`src/rtl/load_store_unit.sv`:
```
// load_store_unit: byte/half/word load-store initiator toward word memory.
// Ports: lsu_* pipeline handshake/data; mem_* req/gnt + rvalid/rdata memory bus.
module load_store_unit #(
  parameter int ADDR_W = 32,
  parameter int DATA_W = 32
) (
  input  logic              clk,
  input  logic              rst_n,
  input  logic              lsu_valid_i,
  output logic              lsu_ready_o,
  input  logic [1:0]        lsu_type_i,
  input  logic [1:0]        lsu_size_i,
  input  logic              lsu_unsigned_i,
  input  logic [ADDR_W-1:0] lsu_addr_i,
  input  logic [DATA_W-1:0] lsu_wdata_i,
  output logic              lsu_done_o,
  output logic [DATA_W-1:0] lsu_rdata_o,
  output logic              mem_req_o,
  output logic              mem_we_o,
  output logic [ADDR_W-1:0] mem_addr_o,
  output logic [3:0]        mem_be_o,
  output logic [DATA_W-1:0] mem_wdata_o,
  input  logic              mem_gnt_i,
  input  logic              mem_rvalid_i,
  input  logic [DATA_W-1:0] mem_rdata_i
);

  typedef enum logic [2:0] {
    IDLE, REQ0, WAIT0, REQ1, WAIT1, DONE
  } state_e;

  state_e state_q, state_d;

  logic              we_q;
  logic              uns_q;
  logic              split_q;
  logic [1:0]        size_q;
  logic [ADDR_W-1:0] addr_q;
  logic [DATA_W-1:0] wdata_q;
  logic [DATA_W-1:0] lo_q;
  logic [DATA_W-1:0] rdata_q;

  logic              none_in;
  logic [2:0]        nb_in;
  logic              split_in;
  logic              accept;
  logic [1:0]        off;
  logic [3:0]        m;
  logic [7:0]        be8;
  logic [5:0]        sh1;
  logic [ADDR_W-1:0] waddr;

  // Aligns the (up to) 64-bit window to the access and extends it.
  function automatic logic [31:0] merge(
    input logic [63:0] v,
    input logic [1:0]  o,
    input logic [1:0]  sz,
    input logic        uns
  );
    logic [31:0] s;
    s = 32'(v >> {o, 3'b000});
    case (sz)
      2'b01:   merge = uns ? {24'b0, s[7:0]}
                           : {{24{s[7]}}, s[7:0]};
      2'b10:   merge = uns ? {16'b0, s[15:0]}
                           : {{16{s[15]}}, s[15:0]};
      default: merge = s;
    endcase
  endfunction

  assign accept  = (state_q == IDLE) & lsu_valid_i;
  assign none_in = (lsu_type_i == 2'b00) | (lsu_type_i == 2'b11)
                 | (lsu_size_i == 2'b00);

  always_comb begin
    nb_in = 3'd4;
    case (lsu_size_i)
      2'b01:   nb_in = 3'd1;
      2'b10:   nb_in = 3'd2;
      default: nb_in = 3'd4;
    endcase
  end

  assign split_in = ({1'b0, lsu_addr_i[1:0]} + nb_in) > 3'd4;

  assign off   = addr_q[1:0];
  assign waddr = {addr_q[ADDR_W-1:2], 2'b00};
  assign sh1   = 6'd32 - {1'b0, off, 3'b000};

  always_comb begin
    m = 4'b1111;
    case (size_q)
      2'b01:   m = 4'b0001;
      2'b10:   m = 4'b0011;
      default: m = 4'b1111;
    endcase
  end

  assign be8 = {4'b0000, m} << off;

  always_comb begin
    state_d     = state_q;
    lsu_ready_o = 1'b0;
    lsu_done_o  = 1'b0;
    mem_req_o   = 1'b0;
    mem_we_o    = 1'b0;
    mem_addr_o  = '0;
    mem_be_o    = 4'b0000;
    mem_wdata_o = '0;
    unique case (state_q)
      IDLE: begin
        lsu_ready_o = 1'b1;
        if (lsu_valid_i) state_d = none_in ? DONE : REQ0;
      end
      REQ0: begin
        mem_req_o   = 1'b1;
        mem_we_o    = we_q;
        mem_addr_o  = waddr;
        mem_be_o    = be8[3:0];
        mem_wdata_o = wdata_q << {off, 3'b000};
        if (mem_gnt_i) state_d = WAIT0;
      end
      WAIT0: begin
        if (mem_rvalid_i) state_d = split_q ? REQ1 : DONE;
      end
      REQ1: begin
        mem_req_o   = 1'b1;
        mem_we_o    = we_q;
        mem_addr_o  = waddr + ADDR_W'(4);
        mem_be_o    = be8[7:4];
        mem_wdata_o = wdata_q >> sh1;
        if (mem_gnt_i) state_d = WAIT1;
      end
      WAIT1: begin
        if (mem_rvalid_i) state_d = DONE;
      end
      DONE: begin
        lsu_done_o = 1'b1;
        state_d    = IDLE;
      end
      default: state_d = IDLE;
    endcase
  end

  assign lsu_rdata_o = rdata_q;

  always_ff @(posedge clk) begin
    if (!rst_n) begin
      state_q <= IDLE;
      we_q    <= 1'b0;
      uns_q   <= 1'b0;
      split_q <= 1'b0;
      size_q  <= 2'b00;
      addr_q  <= '0;
      wdata_q <= '0;
      lo_q    <= '0;
      rdata_q <= '0;
    end else begin
      state_q <= state_d;
      if (accept) begin
        we_q    <= (lsu_type_i == 2'b10);
        uns_q   <= lsu_unsigned_i;
        split_q <= split_in;
        size_q  <= lsu_size_i;
        addr_q  <= lsu_addr_i;
        wdata_q <= lsu_wdata_i;
        if (none_in) rdata_q <= '0;
      end
      if (state_q == WAIT0 && mem_rvalid_i) begin
        lo_q <= mem_rdata_i;
        if (!split_q)
          rdata_q <= we_q ? '0
                   : merge({32'b0, mem_rdata_i}, off, size_q, uns_q);
      end
      if (state_q == WAIT1 && mem_rvalid_i)
        rdata_q <= we_q ? '0
                 : merge({mem_rdata_i, lo_q}, off, size_q, uns_q);
    end
  end

endmodule

```
`config.mk`:
```
export PLATFORM = sky130hd
export DESIGN_NAME = load_store_unit
export DESIGN_NICKNAME = d
export VERILOG_FILES = /design/src/rtl/load_store_unit.sv
export SDC_FILE = /design/constraint.sdc
export NUM_CORES = 1
export LEC_CHECK = 0
export ABC_CLOCK_PERIOD_IN_PS = 3300
export CORE_MARGIN = 4
export CORE_UTILIZATION = 46
export CTS_CLUSTER_DIAMETER = 200
export DETAILED_ROUTE_END_ITERATION = 10
export GPL_ROUTABILITY_DRIVEN = 0
export MAX_ROUTING_LAYER = met4
export PLACE_DENSITY = 0.78
export SLEW_MARGIN = 40
export SYNTH_ARGS = -nofsm -noshare
export SYNTH_HDL_FRONTEND = slang
export SYNTH_SLANG_ARGS = --single-unit
export TNS_END_PERCENT = 30
```
`constraint.sdc`:
```
create_clock -name clk -period 3.3 [get_ports clk]
set_input_delay 0.66 -clock clk [delete_from_list [all_inputs] [get_ports clk]]
set_output_delay 0.66 -clock clk [all_outputs]
set_load 0.005 [all_outputs]
```
After elaboration in Yosys (flattened, before gate mapping)
Index checks and enable logic that the tools add are counted.

storage, ports and cells
  bits in registers = 136
  latch bits = 0
  memory bits (writable) = 0
  memory bits (read-only) = 0
  input bits = 106
  output and inout port bits = 104
  word-level logic and storage cells = 74
  memories = 0

operators by class
  add/sub/neg operators = 3
  multiply operators = 0
  div/mod/pow operators = 0
  magnitude comparators = 1
  equality and inequality tests = 16
  shift operators = 5
  multiplexer cells = 30
  bitwise operators = 3
  reductions and logical operators = 7

operator list
  kind                     count
  $mux W32                 11
  $pmux W32 S2             4
  $shr A64 B5 Y32          1
  $add A32 B3 Y32 const B  1
  $shl A32 B5 Y32          1
  $shr A32 B5 Y32          1
  $shr A32 B6 Y32          1
  $mux W3                  7
  $pmux W4 S2              2
  $pmux W3 S5              1
  $ne A2 B2 Y1 const B     5
  $eq A2 B2 Y1 const B     4
  $shl A4 B2 Y8            1
  $eq A3 B2 Y1 const B     2
  $eq A3 B3 Y1 const B     2
  $pmux W3 S2              1
  $sub A6 B5 Y6 const A    1
  $reduce_and A5 Y1        1
  $eq A2 B1 Y1 const B     2
  $logic_not A2 Y1         2
  $mux W1                  4
  $add A2 B3 Y3            1
  $eq A3 B1 Y1 const B     1
  $gt A3 B3 Y1 const B     1
  other kinds (5)          7

Depth between registers and ports, before layout
Gate-level depths: netlist of the first run.

  word-level depth = 8
  depth in mapped cells = 13
  mapped depth without buffers = 7

Worst setup path after synthesis of the first run
Ideal clock, no wire load.

  path type = register -> output
  from = register addr_q[1]
  to = output port mem_wdata_o[24]
  data arrival time = 2.528 ns
  data required time = 2.640 ns
  path slack = 0.112 ns
  cell stages (with the launch flop) = 14
  buffers on the path = 6
  cell sequence = dfxtp_1 > buf_2 > buf_4 > buf_2 > inv_2 > clkbuf_1 > ha_1 > nand4bb_1 > clkbuf_1 > or2_0 > clkbuf_1 > nor2_1 > a21oi_1 > a21oi_1

on the way
  cells in the longest elaborated chain, start to end = 3
  elaborated cells on any way between the ends = 4
  classes of those cells = add/sub (1); shift (2); mux (1)

ends and longest elaborated chain
  what                    RTL line  text
  start, declared         38        logic [ADDR_W-1:0] addr_q;
  start signal, assigned  165       addr_q <= lsu_addr_i;
  $sub A6 B5 Y6           88        assign sh1 = 6'd32 - {1'b0, off, 3'b000};
  $shr A32 B6 Y32         131       mem_wdata_o = wdata_q >> sh1;
  $pmux W32 S2 (*)        110       unique case (state_q)
  end, declared           22        output logic [DATA_W-1:0] mem_wdata_o,

Mark *: on every way between the ends. The rest lies on a longest branch, timed or not.

Worst setup path in the final report of the first run
  from = register addr_q[0]
  to = output port mem_wdata_o[2]

Same word-level chain as after synthesis.

==> reports/summary.md, run 1 <==
The post-synthesis simple-gate area fraction works out to 0.214. Wire length per cell: 19.1 um. For the finished layout, the period the worst path requires is 3.27 ns.

The average cell area after synthesis came out at 7.69 um^2. The tools report the final antenna-violating net count as 0. The root buffer cell is sky130_fd_sc_hd__clkbuf_16. STA classifies the critical path startpoint as a flop. Compared with the post-synthesis result, the final layout area differs by 33.6%. The wire length of the first global-routing pass is 45500 um, and the register bit count reported by yosys is 136.

Summing all placed instances gives a cell area of 11000 um^2. In the synthesized netlist, the number of instances is 1140. After global routing the overflow that remains totals 0. Before antenna repair, the detailed router went through 6 iterations. Worst-margin pin slew: 0.771 ns.

The number of synthesized flops with an enable pin was 0; the maximum vdd ir drop was 380 uV. The floorplan step defined a die boundary enclosing 21300 um^2. The proportion of synthesized chip area in sequential cells came out at 0.310.

After detailed routing, the number of remaining DRC violations is 0. After synthesis, the largest family of logic cells by area is compound AO/OA/AOI/OAI gates. The flow ran to the end, and the final reports show no timing, DRC or antenna violations. The Yosys step of the flow raised 0 warnings.

The mean number of vias per cell came out at 5.91. Timing would allow up to 306 MHz. Headroom to the max-slew limit: 0.486. The peak fanout along the critical path is 129. The fraction of synthesis flops using an asynchronous set or reset pin works out to 0. The die is 146 um tall. Part of the total power dissipated in sequential elements: 0.365. Buffers placed on the I/O ports in this run total 207. The number of violations of the max-capacitance limit was 0; the number of buffers inserted during clock tree synthesis was 17. The number of clock sinks seen by CTS was 136; the number of H-tree branching levels was 4. The global-route usage over all layers was 0.269; the number of distinct standard cells referenced by the synthesized netlist was 58. The routed design has 29500 um of wire. The final worst-path cycle share came out at 0.991. Startpoint-to-endpoint class of the critical path: reg -> out.

The run gives 0.627 as the utilization after layout. The worst hold slack was 0.461 ns. The post-route clock skew is 0.00782 ns, and the post-route cell area is 11700 um^2. The die is 146 um wide. The violation count after the first detailed-routing iteration is 961, and the count of standard-cell rows is 50.

For the worst-skew pair, the clock arrives at the later sink with an insertion delay of 0.43 ns. The fraction of layout cells with a size suffix above 1 was 0.0982; the multiplexer share of the synthesized area was 0.122. Entering global routing, the biggest net connects 130 pins.

The number of pins with negative max-slew slack in the final report was 0; the relative contribution of the clock network to total power was 0.392. The synthesized netlist occupies a cell area of 8770 um^2. The tools report the core outline area as 18700 um^2. The clock transition at the registers of the reported paths was 0.06 ns; the static leakage power was 0.00412 uW. The initial core utilization is 0.469.

In this run the power density over the cells is 439 nW/um^2. The xor-xnor portion of the synthesized cell area was 0.0290. Setup repair after global routing could not meet its margin everywhere. The worst min-delay path category is reg -> reg. The switching share of power was 0.306. At the worst endpoint, the arrival time is 2.61 ns.

The number of antenna violations at the first check in global routing is 0. The element type at the critical path end is a primary output. The repair_antennas step left the layout with diodes totalling 0. The post-DP HPWL is 20600 um. TritonCTS built the clock tree. Pin placement for this block handled 210 I/O pins. The total via count after detailed routing is 9139. Cell internal power was estimated by the tool at 3560 uW. Adder-cell share of the synthesized area: 0.0165. The tools report the final number of hold-violating endpoints as 0. The most used flip-flop cell after synthesis is sky130_fd_sc_hd__dfxtp_1.

Portion of total power attributed to combinational logic: 0.243. Data on the critical path is required at its endpoint by 2.64 ns. The layout net count is 1418.

No sink is reached through more buffers than the 2 on the longest clock path. The net switching power was 1580 uW. Setup violations remaining at the end of the flow were counted as 0. The number of global-route vias before repair is 8524, and the post-synthesis compound-gate area fraction is 0.252.
-- area by class of cell --
class	instances	area, um^2
clock inverter	13	179
multi-input combinational	891	5650
fill	1564	6990
inverter	13	48.8
sequential	136	2740
clock buffer	18	439
timing repair buffer	242	2370
tap	234	293
-- power by group through the flow --
| stage | combinational [uW] | clock [uW] | sequential, uW |
|---|---|---|---|
| final | 1250 | 2020 | 1870 |
| after detailed placement | 1210 | 0 | 1900 |
| after floorplan | 776 | 0 | 1860 |
| after global placement | 1200 | 0 | 1890 |
| after CTS | 1220 | 2030 | 1860 |
| after global routing | 1350 | 2110 | 1880 |
-- worst paths after layout --
path                               start  depth (start not counted)                         end  slack [ns]
setup / recovery  addr_q[0]$_SDFFE_PN0N_                          6              mem_wdata_o[2]        0.03
hold / removal      lo_q[0]$_SDFFE_PN0P_                          2        lo_q[0]$_SDFFE_PN0P_        0.46
setup reg to reg  addr_q[0]$_SDFFE_PN0N_                          8  lsu_rdata_o[31]$_SDFF_PN0_        0.64
hold reg to reg     lo_q[0]$_SDFFE_PN0P_                          2        lo_q[0]$_SDFFE_PN0P_        0.46
-- metrics by stage --
| step | power [uW] | cells | setup WS (ns) | TNS [ns] |
|---|---|---|---|---|
| after floorplan | 2630 | 1141 | 0.112 | 0 |
| after global routing | 5340 | 1547 | -0.0668 | -0.574 |
| after CTS | 5120 | 1545 | 0.0208 | 0 |
| final | 5140 | 1547 | 0.0306 | 0 |
| after global placement | 3090 | 1514 | 0.328 | 0 |
| after detailed placement | 3110 | 1514 | 0.316 | 0 |
-- critical path, stage by stage, from the launching register on --
cell	delay [ns]
sky130_fd_sc_hd__dfxtp_4	0.36
sky130_fd_sc_hd__buf_16	0.41
sky130_fd_sc_hd__mux2i_1	0.24
sky130_fd_sc_hd__a21oi_1	0.18
sky130_fd_sc_hd__a21oi_1	0.05
sky130_fd_sc_hd__nor3_1	0.29
sky130_fd_sc_hd__clkdlybuf4s50_1	0.57
-- placed cells by master (no fill, tap or decap), types with 14 or more instances in the layout --
cell type                         synthesis  layout
sky130_fd_sc_hd__mux2_2                  14      14
sky130_fd_sc_hd__o22ai_1                 20      20
sky130_fd_sc_hd__buf_4                    3      30
sky130_fd_sc_hd__mux2i_1                 63      63
sky130_fd_sc_hd__nor2b_1                 15      14
sky130_fd_sc_hd__nor2_1                  70      68
sky130_fd_sc_hd__clkdlybuf4s50_1          0     206
sky130_fd_sc_hd__nand3_1                 24      24
sky130_fd_sc_hd__a21oi_1                105     104
sky130_fd_sc_hd__clkbuf_16                0      17
sky130_fd_sc_hd__dfxtp_1                136     128
sky130_fd_sc_hd__a211oi_1                28      28
sky130_fd_sc_hd__xor2_1                  26      26
sky130_fd_sc_hd__a21boi_0                91      91
sky130_fd_sc_hd__nand2_1                253     253
sky130_fd_sc_hd__o21ai_1                 17      17
-- Yosys cell counts, drive strengths merged, types with 12 or more instances --
| library cell | instances | area, um^2 |
|---|---|---|
| nor2 | 70 | 263 |
| a211oi | 36 | 310 |
| mux2i | 63 | 631 |
| a21boi | 101 | 758 |
| nor3 | 14 | 75.1 |
| o22ai | 20 | 125 |
| nor2b | 15 | 93.8 |
| clkbuf | 68 | 255 |
| dfxtp | 136 | 2720 |
| a21oi | 105 | 526 |
| o21ai | 21 | 105 |
| nand3 | 25 | 130 |
| buf | 33 | 185 |
| nand4 | 12 | 75.1 |
| nand2 | 253 | 950 |
| mux2 | 17 | 191 |
| xor2 | 26 | 228 |
| a211o | 12 | 105 |
-- state kept, by name, summed over array words and instances (netlist names), 2 cells and up --
| name | count |
|---|---|
| wdata_q | 32 |
| addr_q | 32 |
| lo_q | 32 |
| lsu_rdata_o | 32 |
| state_q | 3 |
| size_q | 2 |
-- metal layers --
| layer | vias up | share of wire | track usage |
|---|---|---|---|
| met5 | - | 0 | - |
| li1 | 4332 | - | - |
| met1 | 4272 | 0.43 | 0.343 |
| met4 | 0 | 0.033 | 0.104 |
| met2 | 466 | 0.45 | 0.411 |
| met3 | 69 | 0.091 | 0.0720 |
-- repair_timing --
| item | in CTS | in global routing |
|---|---|---|
| gates resized for setup | 5 | 26 |
| pin swaps | 0 | 5 |
| hold endpoints to repair | 0 | 0 |
| hold buffers | 0 | 0 |
| setup endpoints to repair | 24 | 45 |
| buffers inserted | 0 | 1 |
| gates cloned | 0 | 1 |
-- kinds of logic after synthesis --
| logic type | count (synthesis) |
|---|---|
| compound gates | 329 |
| buf+inv | 114 |
| simple gates | 429 |
| mux | 91 |
| other cells | 1 |
| flops | 136 |
| xor+xnor | 29 |
| fa+ha+maj | 11 |
Note: power is estimated with default switching activity, not from simulation.
==> run 2, diff against run 1 <==
==> constraint.sdc (replaced) <==
create_clock -name clk -period 3.3 [get_ports clk]
set_input_delay 0.66 -clock clk [delete_from_list [all_inputs] [get_ports clk]]
set_output_delay 0.66 -clock clk [all_outputs]
set_load 0.1 [all_outputs]
==> run 2 against run 1 <==
  * Total power increased by 9.8%
  * Die area unchanged
  * Setup slack gained 0.15 ns
  * Clock skew up 0.0019 ns
  * Non-clock buffer count fell by 3
  * Final area rose by 6.8%
  * Worst hold slack gained 0.0016 ns
  * Clock power about the same
  * Sequential share of layout area shrank 1.5 points
  * Cell count fell by 0.13%
  * Largest power group unchanged
==> reports/summary.md, run 2 (synthesis results as in run 1) <==
The flow ran to the end, and the final reports show no timing, DRC or antenna violations. For the overall power, the log shows 5640 uW (+9.8%). The data arrival time of the critical path is 2.46 ns (-0.15 ns). The x dimension of the die was 146 um (unchanged); the number of pins with negative max-slew slack in the final report was 0 (unchanged).

The tools report the final antenna-violating net count as 0 (unchanged). The clock transition at the registers of the reported paths is 0.06 ns (about the same), and the largest stage delay on the critical path is 0.47 ns (-0.10 ns). The violation count after the first detailed-routing iteration was 686 (-29%). Total wire length after detailed routing: 29200 um (-1.1%). Number of cell instances on the worst register-to-register path: 6 (-2). By startpoint and endpoint, the worst setup path is classified as reg -> out. From synthesis to final layout, the design area changed by 42.7%. Worst reg-to-reg setup slack: 0.79 ns (+0.15 ns). Among cell families on the critical path, the largest total delay comes from simple AND/OR/NAND/NOR gates. The mean number of vias per cell is 5.82 (-1.4%), and the worst hold slack is 0.462 ns (+0.00157 ns).

The worst-margin pin slew was 0.842 ns (+0.0711 ns); the setup-violating endpoint count in the final report was 0 (unchanged). The combined buffer and inverter count along the critical path was 2 (unchanged). The number of placed cells counting well taps came out at 1513 (-0.066%).

Final number of hold-violating endpoints: 0 (unchanged). The final worst-path cycle share was 0.944 (-0.0468); the layout net count was 1415 (-0.21%). For the number of antenna violations at the first check in global routing, the log shows 0 (unchanged). The initial core utilization was 0.469 (unchanged); the fraction of layout cells with a size suffix above 1 was 0.191 (+0.0932). The largest individual stage delay along the critical path comes from the cell sky130_fd_sc_hd__nor2_1. The logs give 2.64 ns (about the same) for the required time reported for the critical path endpoint and 210 (unchanged) for the number of primary I/O pins. The global-route usage over all layers is 0.275 (+0.00585). The endpoint identified for the worst register-to-register timing path is lsu_rdata_o[12]$_SDFF_PN0_. Leaving out fill and tap cells, the most frequent cell in the layout is sky130_fd_sc_hd__nand2_1.

The startpoint of the lowest-slack hold path was lo_q[2]$_SDFFE_PN0P_. The maximum number of pins on one net before global-route repair came out at 130 (unchanged). The final cell count without fillers was 1545 (-0.13%).

Setup repair after global routing left no endpoint under its margin. The peak fanout along the critical path is 12 (-91%), and the post-DP HPWL is 20800 um (+0.96%). The reg-to-reg critical path startpoint was addr_q[1]$_SDFFE_PN0N_. The number of clock sinks seen by CTS was 136 (unchanged). Destination of the critical timing path: mem_wdata_o[13].

TritonCTS built the clock tree. The total congestion overflow is 0 (unchanged), and the remaining design rule violation count is 0 (unchanged). The run gives 0 (unchanged) as the number of violations of the max-capacitance limit. The power per unit of standard cell area was 451 nW/um^2 (+2.8%).

The logic depth of the worst setup path including buffers works out to 6 (unchanged). In the layout the commonest cells are sky130_fd_sc_hd__nand2_1 (253), sky130_fd_sc_hd__dfxtp_1 (134), sky130_fd_sc_hd__clkdlybuf4s50_1 (104). The total via count after detailed routing is 8998 (-1.5%).

STA classifies the critical path startpoint as a flop. The maximum clock frequency came out at 321 MHz (+5.0%). Element type at the critical path end: a primary output. The logs give 21300 um^2 (unchanged) for the area of the die and 50 (unchanged) for the count of standard-cell rows. The tools report the maximum vdd ir drop as 403 uV (+6.1%). Wire length per cell: 18.9 um (-0.95%). The tools report the number of global-route vias before repair as 8814 (+3.4%). The critical path startpoint was addr_q[1]$_SDFFE_PN0N_. The wire length of the first global-routing pass came out at 46700 um (+2.6%). The tools report the static leakage power as 0.00452 uW (+9.7%).

The logs give 0 ns (unchanged) for the setup TNS after final layout and 0.42 ns (about the same) for the clock latency at the later pin of the worst-skew pair. Number of search-and-repair iterations in the first detailed-routing pass: 6 (unchanged). For the post-route clock skew, the log shows 0.00975 ns (+0.00193 ns). The worst min-delay path category is reg -> reg. The number of H-tree branching levels is 4 (unchanged). The tools report the root buffer cell as sky130_fd_sc_hd__clkbuf_16. The die height was 146 um (unchanged). Maximum buffer depth of the clock tree: 2 (unchanged). Walking the worst path, the cells encountered are inv_2 -> ha_2 -> nor2_1 -> a21oi_1 -> o22ai_2 -> buf_12. The final critical-path required period works out to 3.12 ns (-0.154 ns). Count of buffers inserted at the top-level ports: 207 (unchanged).

The logs give 0 (unchanged) for the number of buffers inserted by hold repair at cts and 0 (unchanged) for the antenna diode instance count. The logs give 17 (unchanged) for the number of buffers inserted during clock tree synthesis and 0.439 (-0.0474) for the headroom to the max-slew limit. For the core outline area, the log shows 18700 um^2 (unchanged).
==> run 2: cell count changes in the layout (fill, tap and decap cells not counted), sizes merged <==
cell / change
bufinv: -1
inv: +4
clkbuf: +3
clkinvlp: -2
buf: +99
clkdlybuf4s50: -102
clkinv: -3
==> run 2: worst min-delay path by stage <==
stage,to,cells past startpoint
after floorplan,lo_q[13]$_SDFFE_PN0P_,2
after global placement,lo_q[6]$_SDFFE_PN0P_,2
after detailed placement,lo_q[2]$_SDFFE_PN0P_,2
after CTS,lo_q[5]$_SDFFE_PN0P_,2
after global routing,lo_q[5]$_SDFFE_PN0P_,2
final,lo_q[2]$_SDFFE_PN0P_,2
==> run 2: final cells by class <==
| class | count | area, um^2 |
|---|---|---|
| fillers | 1481 | 6190 |
| multi-input cells | 891 | 5920 |
| repair buffers | 239 | 2890 |
| inverters | 13 | 53.8 |
| clock buffers | 21 | 472 |
| well taps | 234 | 293 |
| flip-flops and latches | 136 | 2730 |
| clock inverters | 11 | 160 |
==> run 2: worst min-delay path, cell delays in order, from the launching register on <==
cell                       delay [ns]
sky130_fd_sc_hd__dfxtp_1         0.31
sky130_fd_sc_hd__nand2_1         0.05
sky130_fd_sc_hd__a21boi_0        0.06
==> run 2: power breakdown <==
group	internal (uW)	leakage, uW	switching, uW
registers	1740	0.00111	127
logic	620	0.00311	1120
clock network	1270	0.000302	766
==> run 2: per-layer routing <==
layer  track usage  wire, um  vias up
met4        0.0945       855        0
met1         0.336     12100     4239
met3        0.0838      2560       51
met5             -         0        -
met2         0.435     13700      387
li1              -         -     4321
==> run 2: timing repair <==
action | in CTS | in global routing
setup endpoints to repair | 0 | 5
buffers inserted | 0 | 0
endpoints found under the hold margin | 0 | 0
gates resized for setup | 0 | 1
==> run 2: through the flow <==
stage          cell area [um^2]  setup slack [ns]   util
2_1_floorplan              9150            -0.283      -
3_3_place_gp              11900             0.502  0.635
3_5_place_dp              11900             0.449  0.635
4_1_cts                   12500             0.100  0.669
5_1_grt                   12500            0.0139  0.669
6_report                  12500             0.185  0.669
==> run 3, diff against run 2 <==
- CAP_MARGIN: not set -> 15
- CORE_ASPECT_RATIO: not set -> 1.2
- TNS_END_PERCENT: 30 -> not set
==> run 3 against run 2 <==
  * Worst hold slack is essentially flat
  * Non-clock buffer count is 3 lower
  * Die area is essentially flat
  * Largest cell class unchanged
==> reports/summary.md, run 3 (synthesis results as in run 1) <==
The run finished with clean final reports. The global-route usage over all layers was 0.275 (about the same); the worst hold slack was 0.463 ns (+0.000115 ns). The mean number of vias per cell is 5.80 (-0.47%), and the instance count along the most critical hold path is 2 (unchanged).

TritonCTS built the clock tree. The clock latency at the later pin of the worst-skew pair is 0.42 ns (about the same), and the fraction of layout cells with a size suffix above 1 is 0.200 (+0.00808). The tools report the maximum clock frequency as 315 MHz (-1.9%).

Number of clock sinks seen by CTS: 136 (unchanged). In this run the worst hold path is classified as reg -> reg. The total wire length after detailed routing is 29300 um (+0.22%). Number of pins with negative max-slew slack in the final report: 0 (unchanged). The relative contribution of the clock network to total power was 0.365 (+0.004); the final number of hold-violating endpoints was 0 (unchanged). Number of global-route vias before repair: 8850 (+0.41%). STA classifies the critical path endpoint as a primary output. The run gives 1565 (+1.3%) as the final cell count without fillers. The remaining design rule violation count is 0 (unchanged). The power per unit of standard cell area is 451 nW/um^2 (about the same), and the switching share of power is 0.358 (+0.00115).

The tools report the number of buffers inserted during clock tree synthesis as 17 (unchanged). The number of H-tree branching levels came out at 4 (unchanged). Number of antenna violations at the first check in global routing: 1 (+1).

The type of origin of the critical path is a flop. The wire length per cell works out to 18.7 um (-1.1%). The worst-margin pin slew was 0.809 ns (-0.0332 ns). The utilization after layout was 0.673 (+0.00383). The data arrival time of the critical path was 2.52 ns (+0.06 ns); the number of search-and-repair iterations in the first detailed-routing pass was 5 (-1).

The portion of total power attributed to combinational logic was 0.307 (about the same). The wire length of the first global-routing pass is 46100 um (-1.3%). The area added between synthesis and finish is 44.1%, and the count of buffers inserted at the top-level ports is 207 (unchanged). The total via count after detailed routing came out at 9072 (+0.82%). The x dimension of the die came out at 134 um (-8.2%).

The library cells used most frequently in the layout, excluding fill and tap cells, are sky130_fd_sc_hd__nand2_1 (253), sky130_fd_sc_hd__dfxtp_1 (134), sky130_fd_sc_hd__clkdlybuf4s50_1 (104). The layout net count was 1412 (-0.21%); the peak fanout along the critical path was 11 (-1). For the post-route clock skew, the log shows 0.00975 ns (+0.00000575 ns). The total congestion overflow was 0 (unchanged). For the violation count after the first detailed-routing iteration, the log shows 658 (-4.1%). The number of primary I/O pins came out at 210 (unchanged).

The run gives 0.328 (-0.003) as the part of the total power dissipated in sequential elements. The setup TNS after final layout came out at 0 ns (unchanged). Setup repair after global routing left no endpoint under its margin. The required time reported for the critical path endpoint came out at 2.64 ns (about the same). The startpoint-to-endpoint class of the critical path is reg -> out. For the number of violations of the max-capacitance limit, the log shows 0 (unchanged).

The setup-violating endpoint count in the final report was 0 (unchanged); the core outline area was 18800 um^2 (+0.44%). The logs give 5700 uW (+0.94%) for the overall power and 2 (unchanged) for the maximum buffer depth of the clock tree. The logs give 55 (+10%) for the count of standard-cell rows and 0 (unchanged) for the final antenna-violating net count. The most common cell after layout, fill and taps aside was sky130_fd_sc_hd__nand2_1.

The root buffer cell was sky130_fd_sc_hd__clkbuf_16. Post-DP HPWL: 20800 um (+0.19%). The maximum vdd ir drop is 371 uV (-8.1%), and the die height is 159 um (+9.0%). The maximum number of pins on one net before global-route repair was 130 (unchanged). For the number of placed cells counting well taps, the log shows 1532 (+1.3%). The area of the die is 21400 um^2 (about the same). The final critical-path required period was 3.18 ns (+0.0615 ns). The initial core utilization came out at 0.467 (-0.00203).

The headroom to the max-slew limit was 0.461 (+0.0221). The net switching power came out at 2040 uW (+1.3%). The clock transition at the registers of the reported paths is 0.06 ns (about the same).

The final worst-path cycle share is 0.963 (+0.0186), and the number of cell instances on the worst register-to-register path is 6 (unchanged). The internal power contribution was 3660 uW (+0.76%); the static leakage power was 0.00451 uW (-0.16%).
[run 3: cell count changes in the layout (fill, tap and decap cells not counted), moves of 5 or more]
cell / change
sky130_fd_sc_hd__o22ai_4: +8
sky130_fd_sc_hd__buf_4: -5
sky130_fd_sc_hd__o22ai_2: -8
sky130_fd_sc_hd__nor2_1: -12
sky130_fd_sc_hd__nor2_2: +11
[run 3: cell type report]
cell class | count | area [um^2]
inverter | 13 | 53.8
fill | 1526 | 6140
multi-input combinational | 891 | 6010
tap | 256 | 320
clock buffer | 20 | 447
antenna | 1 | 2.50
sequential | 136 | 2730
clock inverter | 12 | 185
timing repair buffer | 236 | 2890
[run 3: path summary, 6_finish.rpt]
path	start	endpoint	slack, ns
max	state_q[1]$_SDFFE_PN0P_	mem_addr_o[11]	0.12
min	lo_q[8]$_SDFFE_PN0P_	lo_q[8]$_SDFFE_PN0P_	0.46
max reg2reg	addr_q[1]$_SDFFE_PN0N_	lsu_rdata_o[14]$_SDFF_PN0_	0.65
min reg2reg	lo_q[8]$_SDFFE_PN0P_	lo_q[8]$_SDFFE_PN0P_	0.46
[run 3: layer usage]
layer	global-route usage	wire length, um
met5	-	0
met4	0.123	1390
met3	0.0610	2150
met2	0.467	14800
met1	0.310	11000
[run 3: worst max-delay path, stage by stage (launching register included)]
cell and delay [ns]:
sky130_fd_sc_hd__dfxtp_1 0.58, sky130_fd_sc_hd__nand3_1 0.22, sky130_fd_sc_hd__nor3_1 0.49, sky130_fd_sc_hd__nand3_1 0.19
sky130_fd_sc_hd__xor2_1 0.18, sky130_fd_sc_hd__nor2_1 0.21, sky130_fd_sc_hd__buf_12 0.21
[run 3: per-stage QoR]
stage          setup WS, ns  instance area, um^2
3_3_place_gp          0.472                12000
4_1_cts              0.0943                12600
2_1_floorplan        -0.283                 9240
3_5_place_dp          0.441                12000
5_1_grt              0.0132                12600
6_report              0.123                12600
[run 3: what timing repair did]
action | CTS | global route
resized for setup | 0 | 3
hold buffers | 0 | 0
setup buffers | 0 | 0
endpoints found under the setup margin | 0 | 6
[run 3: power groups by stage]
stage / sequential [uW] / clock (uW) / combinational, uW
after floorplan: 1920 / 0 / 1170
after global placement: 1890 / 0 / 1710
after detailed placement: 1900 / 0 / 1740
after CTS: 1860 / 2090 / 1750
after global routing: 1880 / 2170 / 1870
final: 1870 / 2080 / 1750
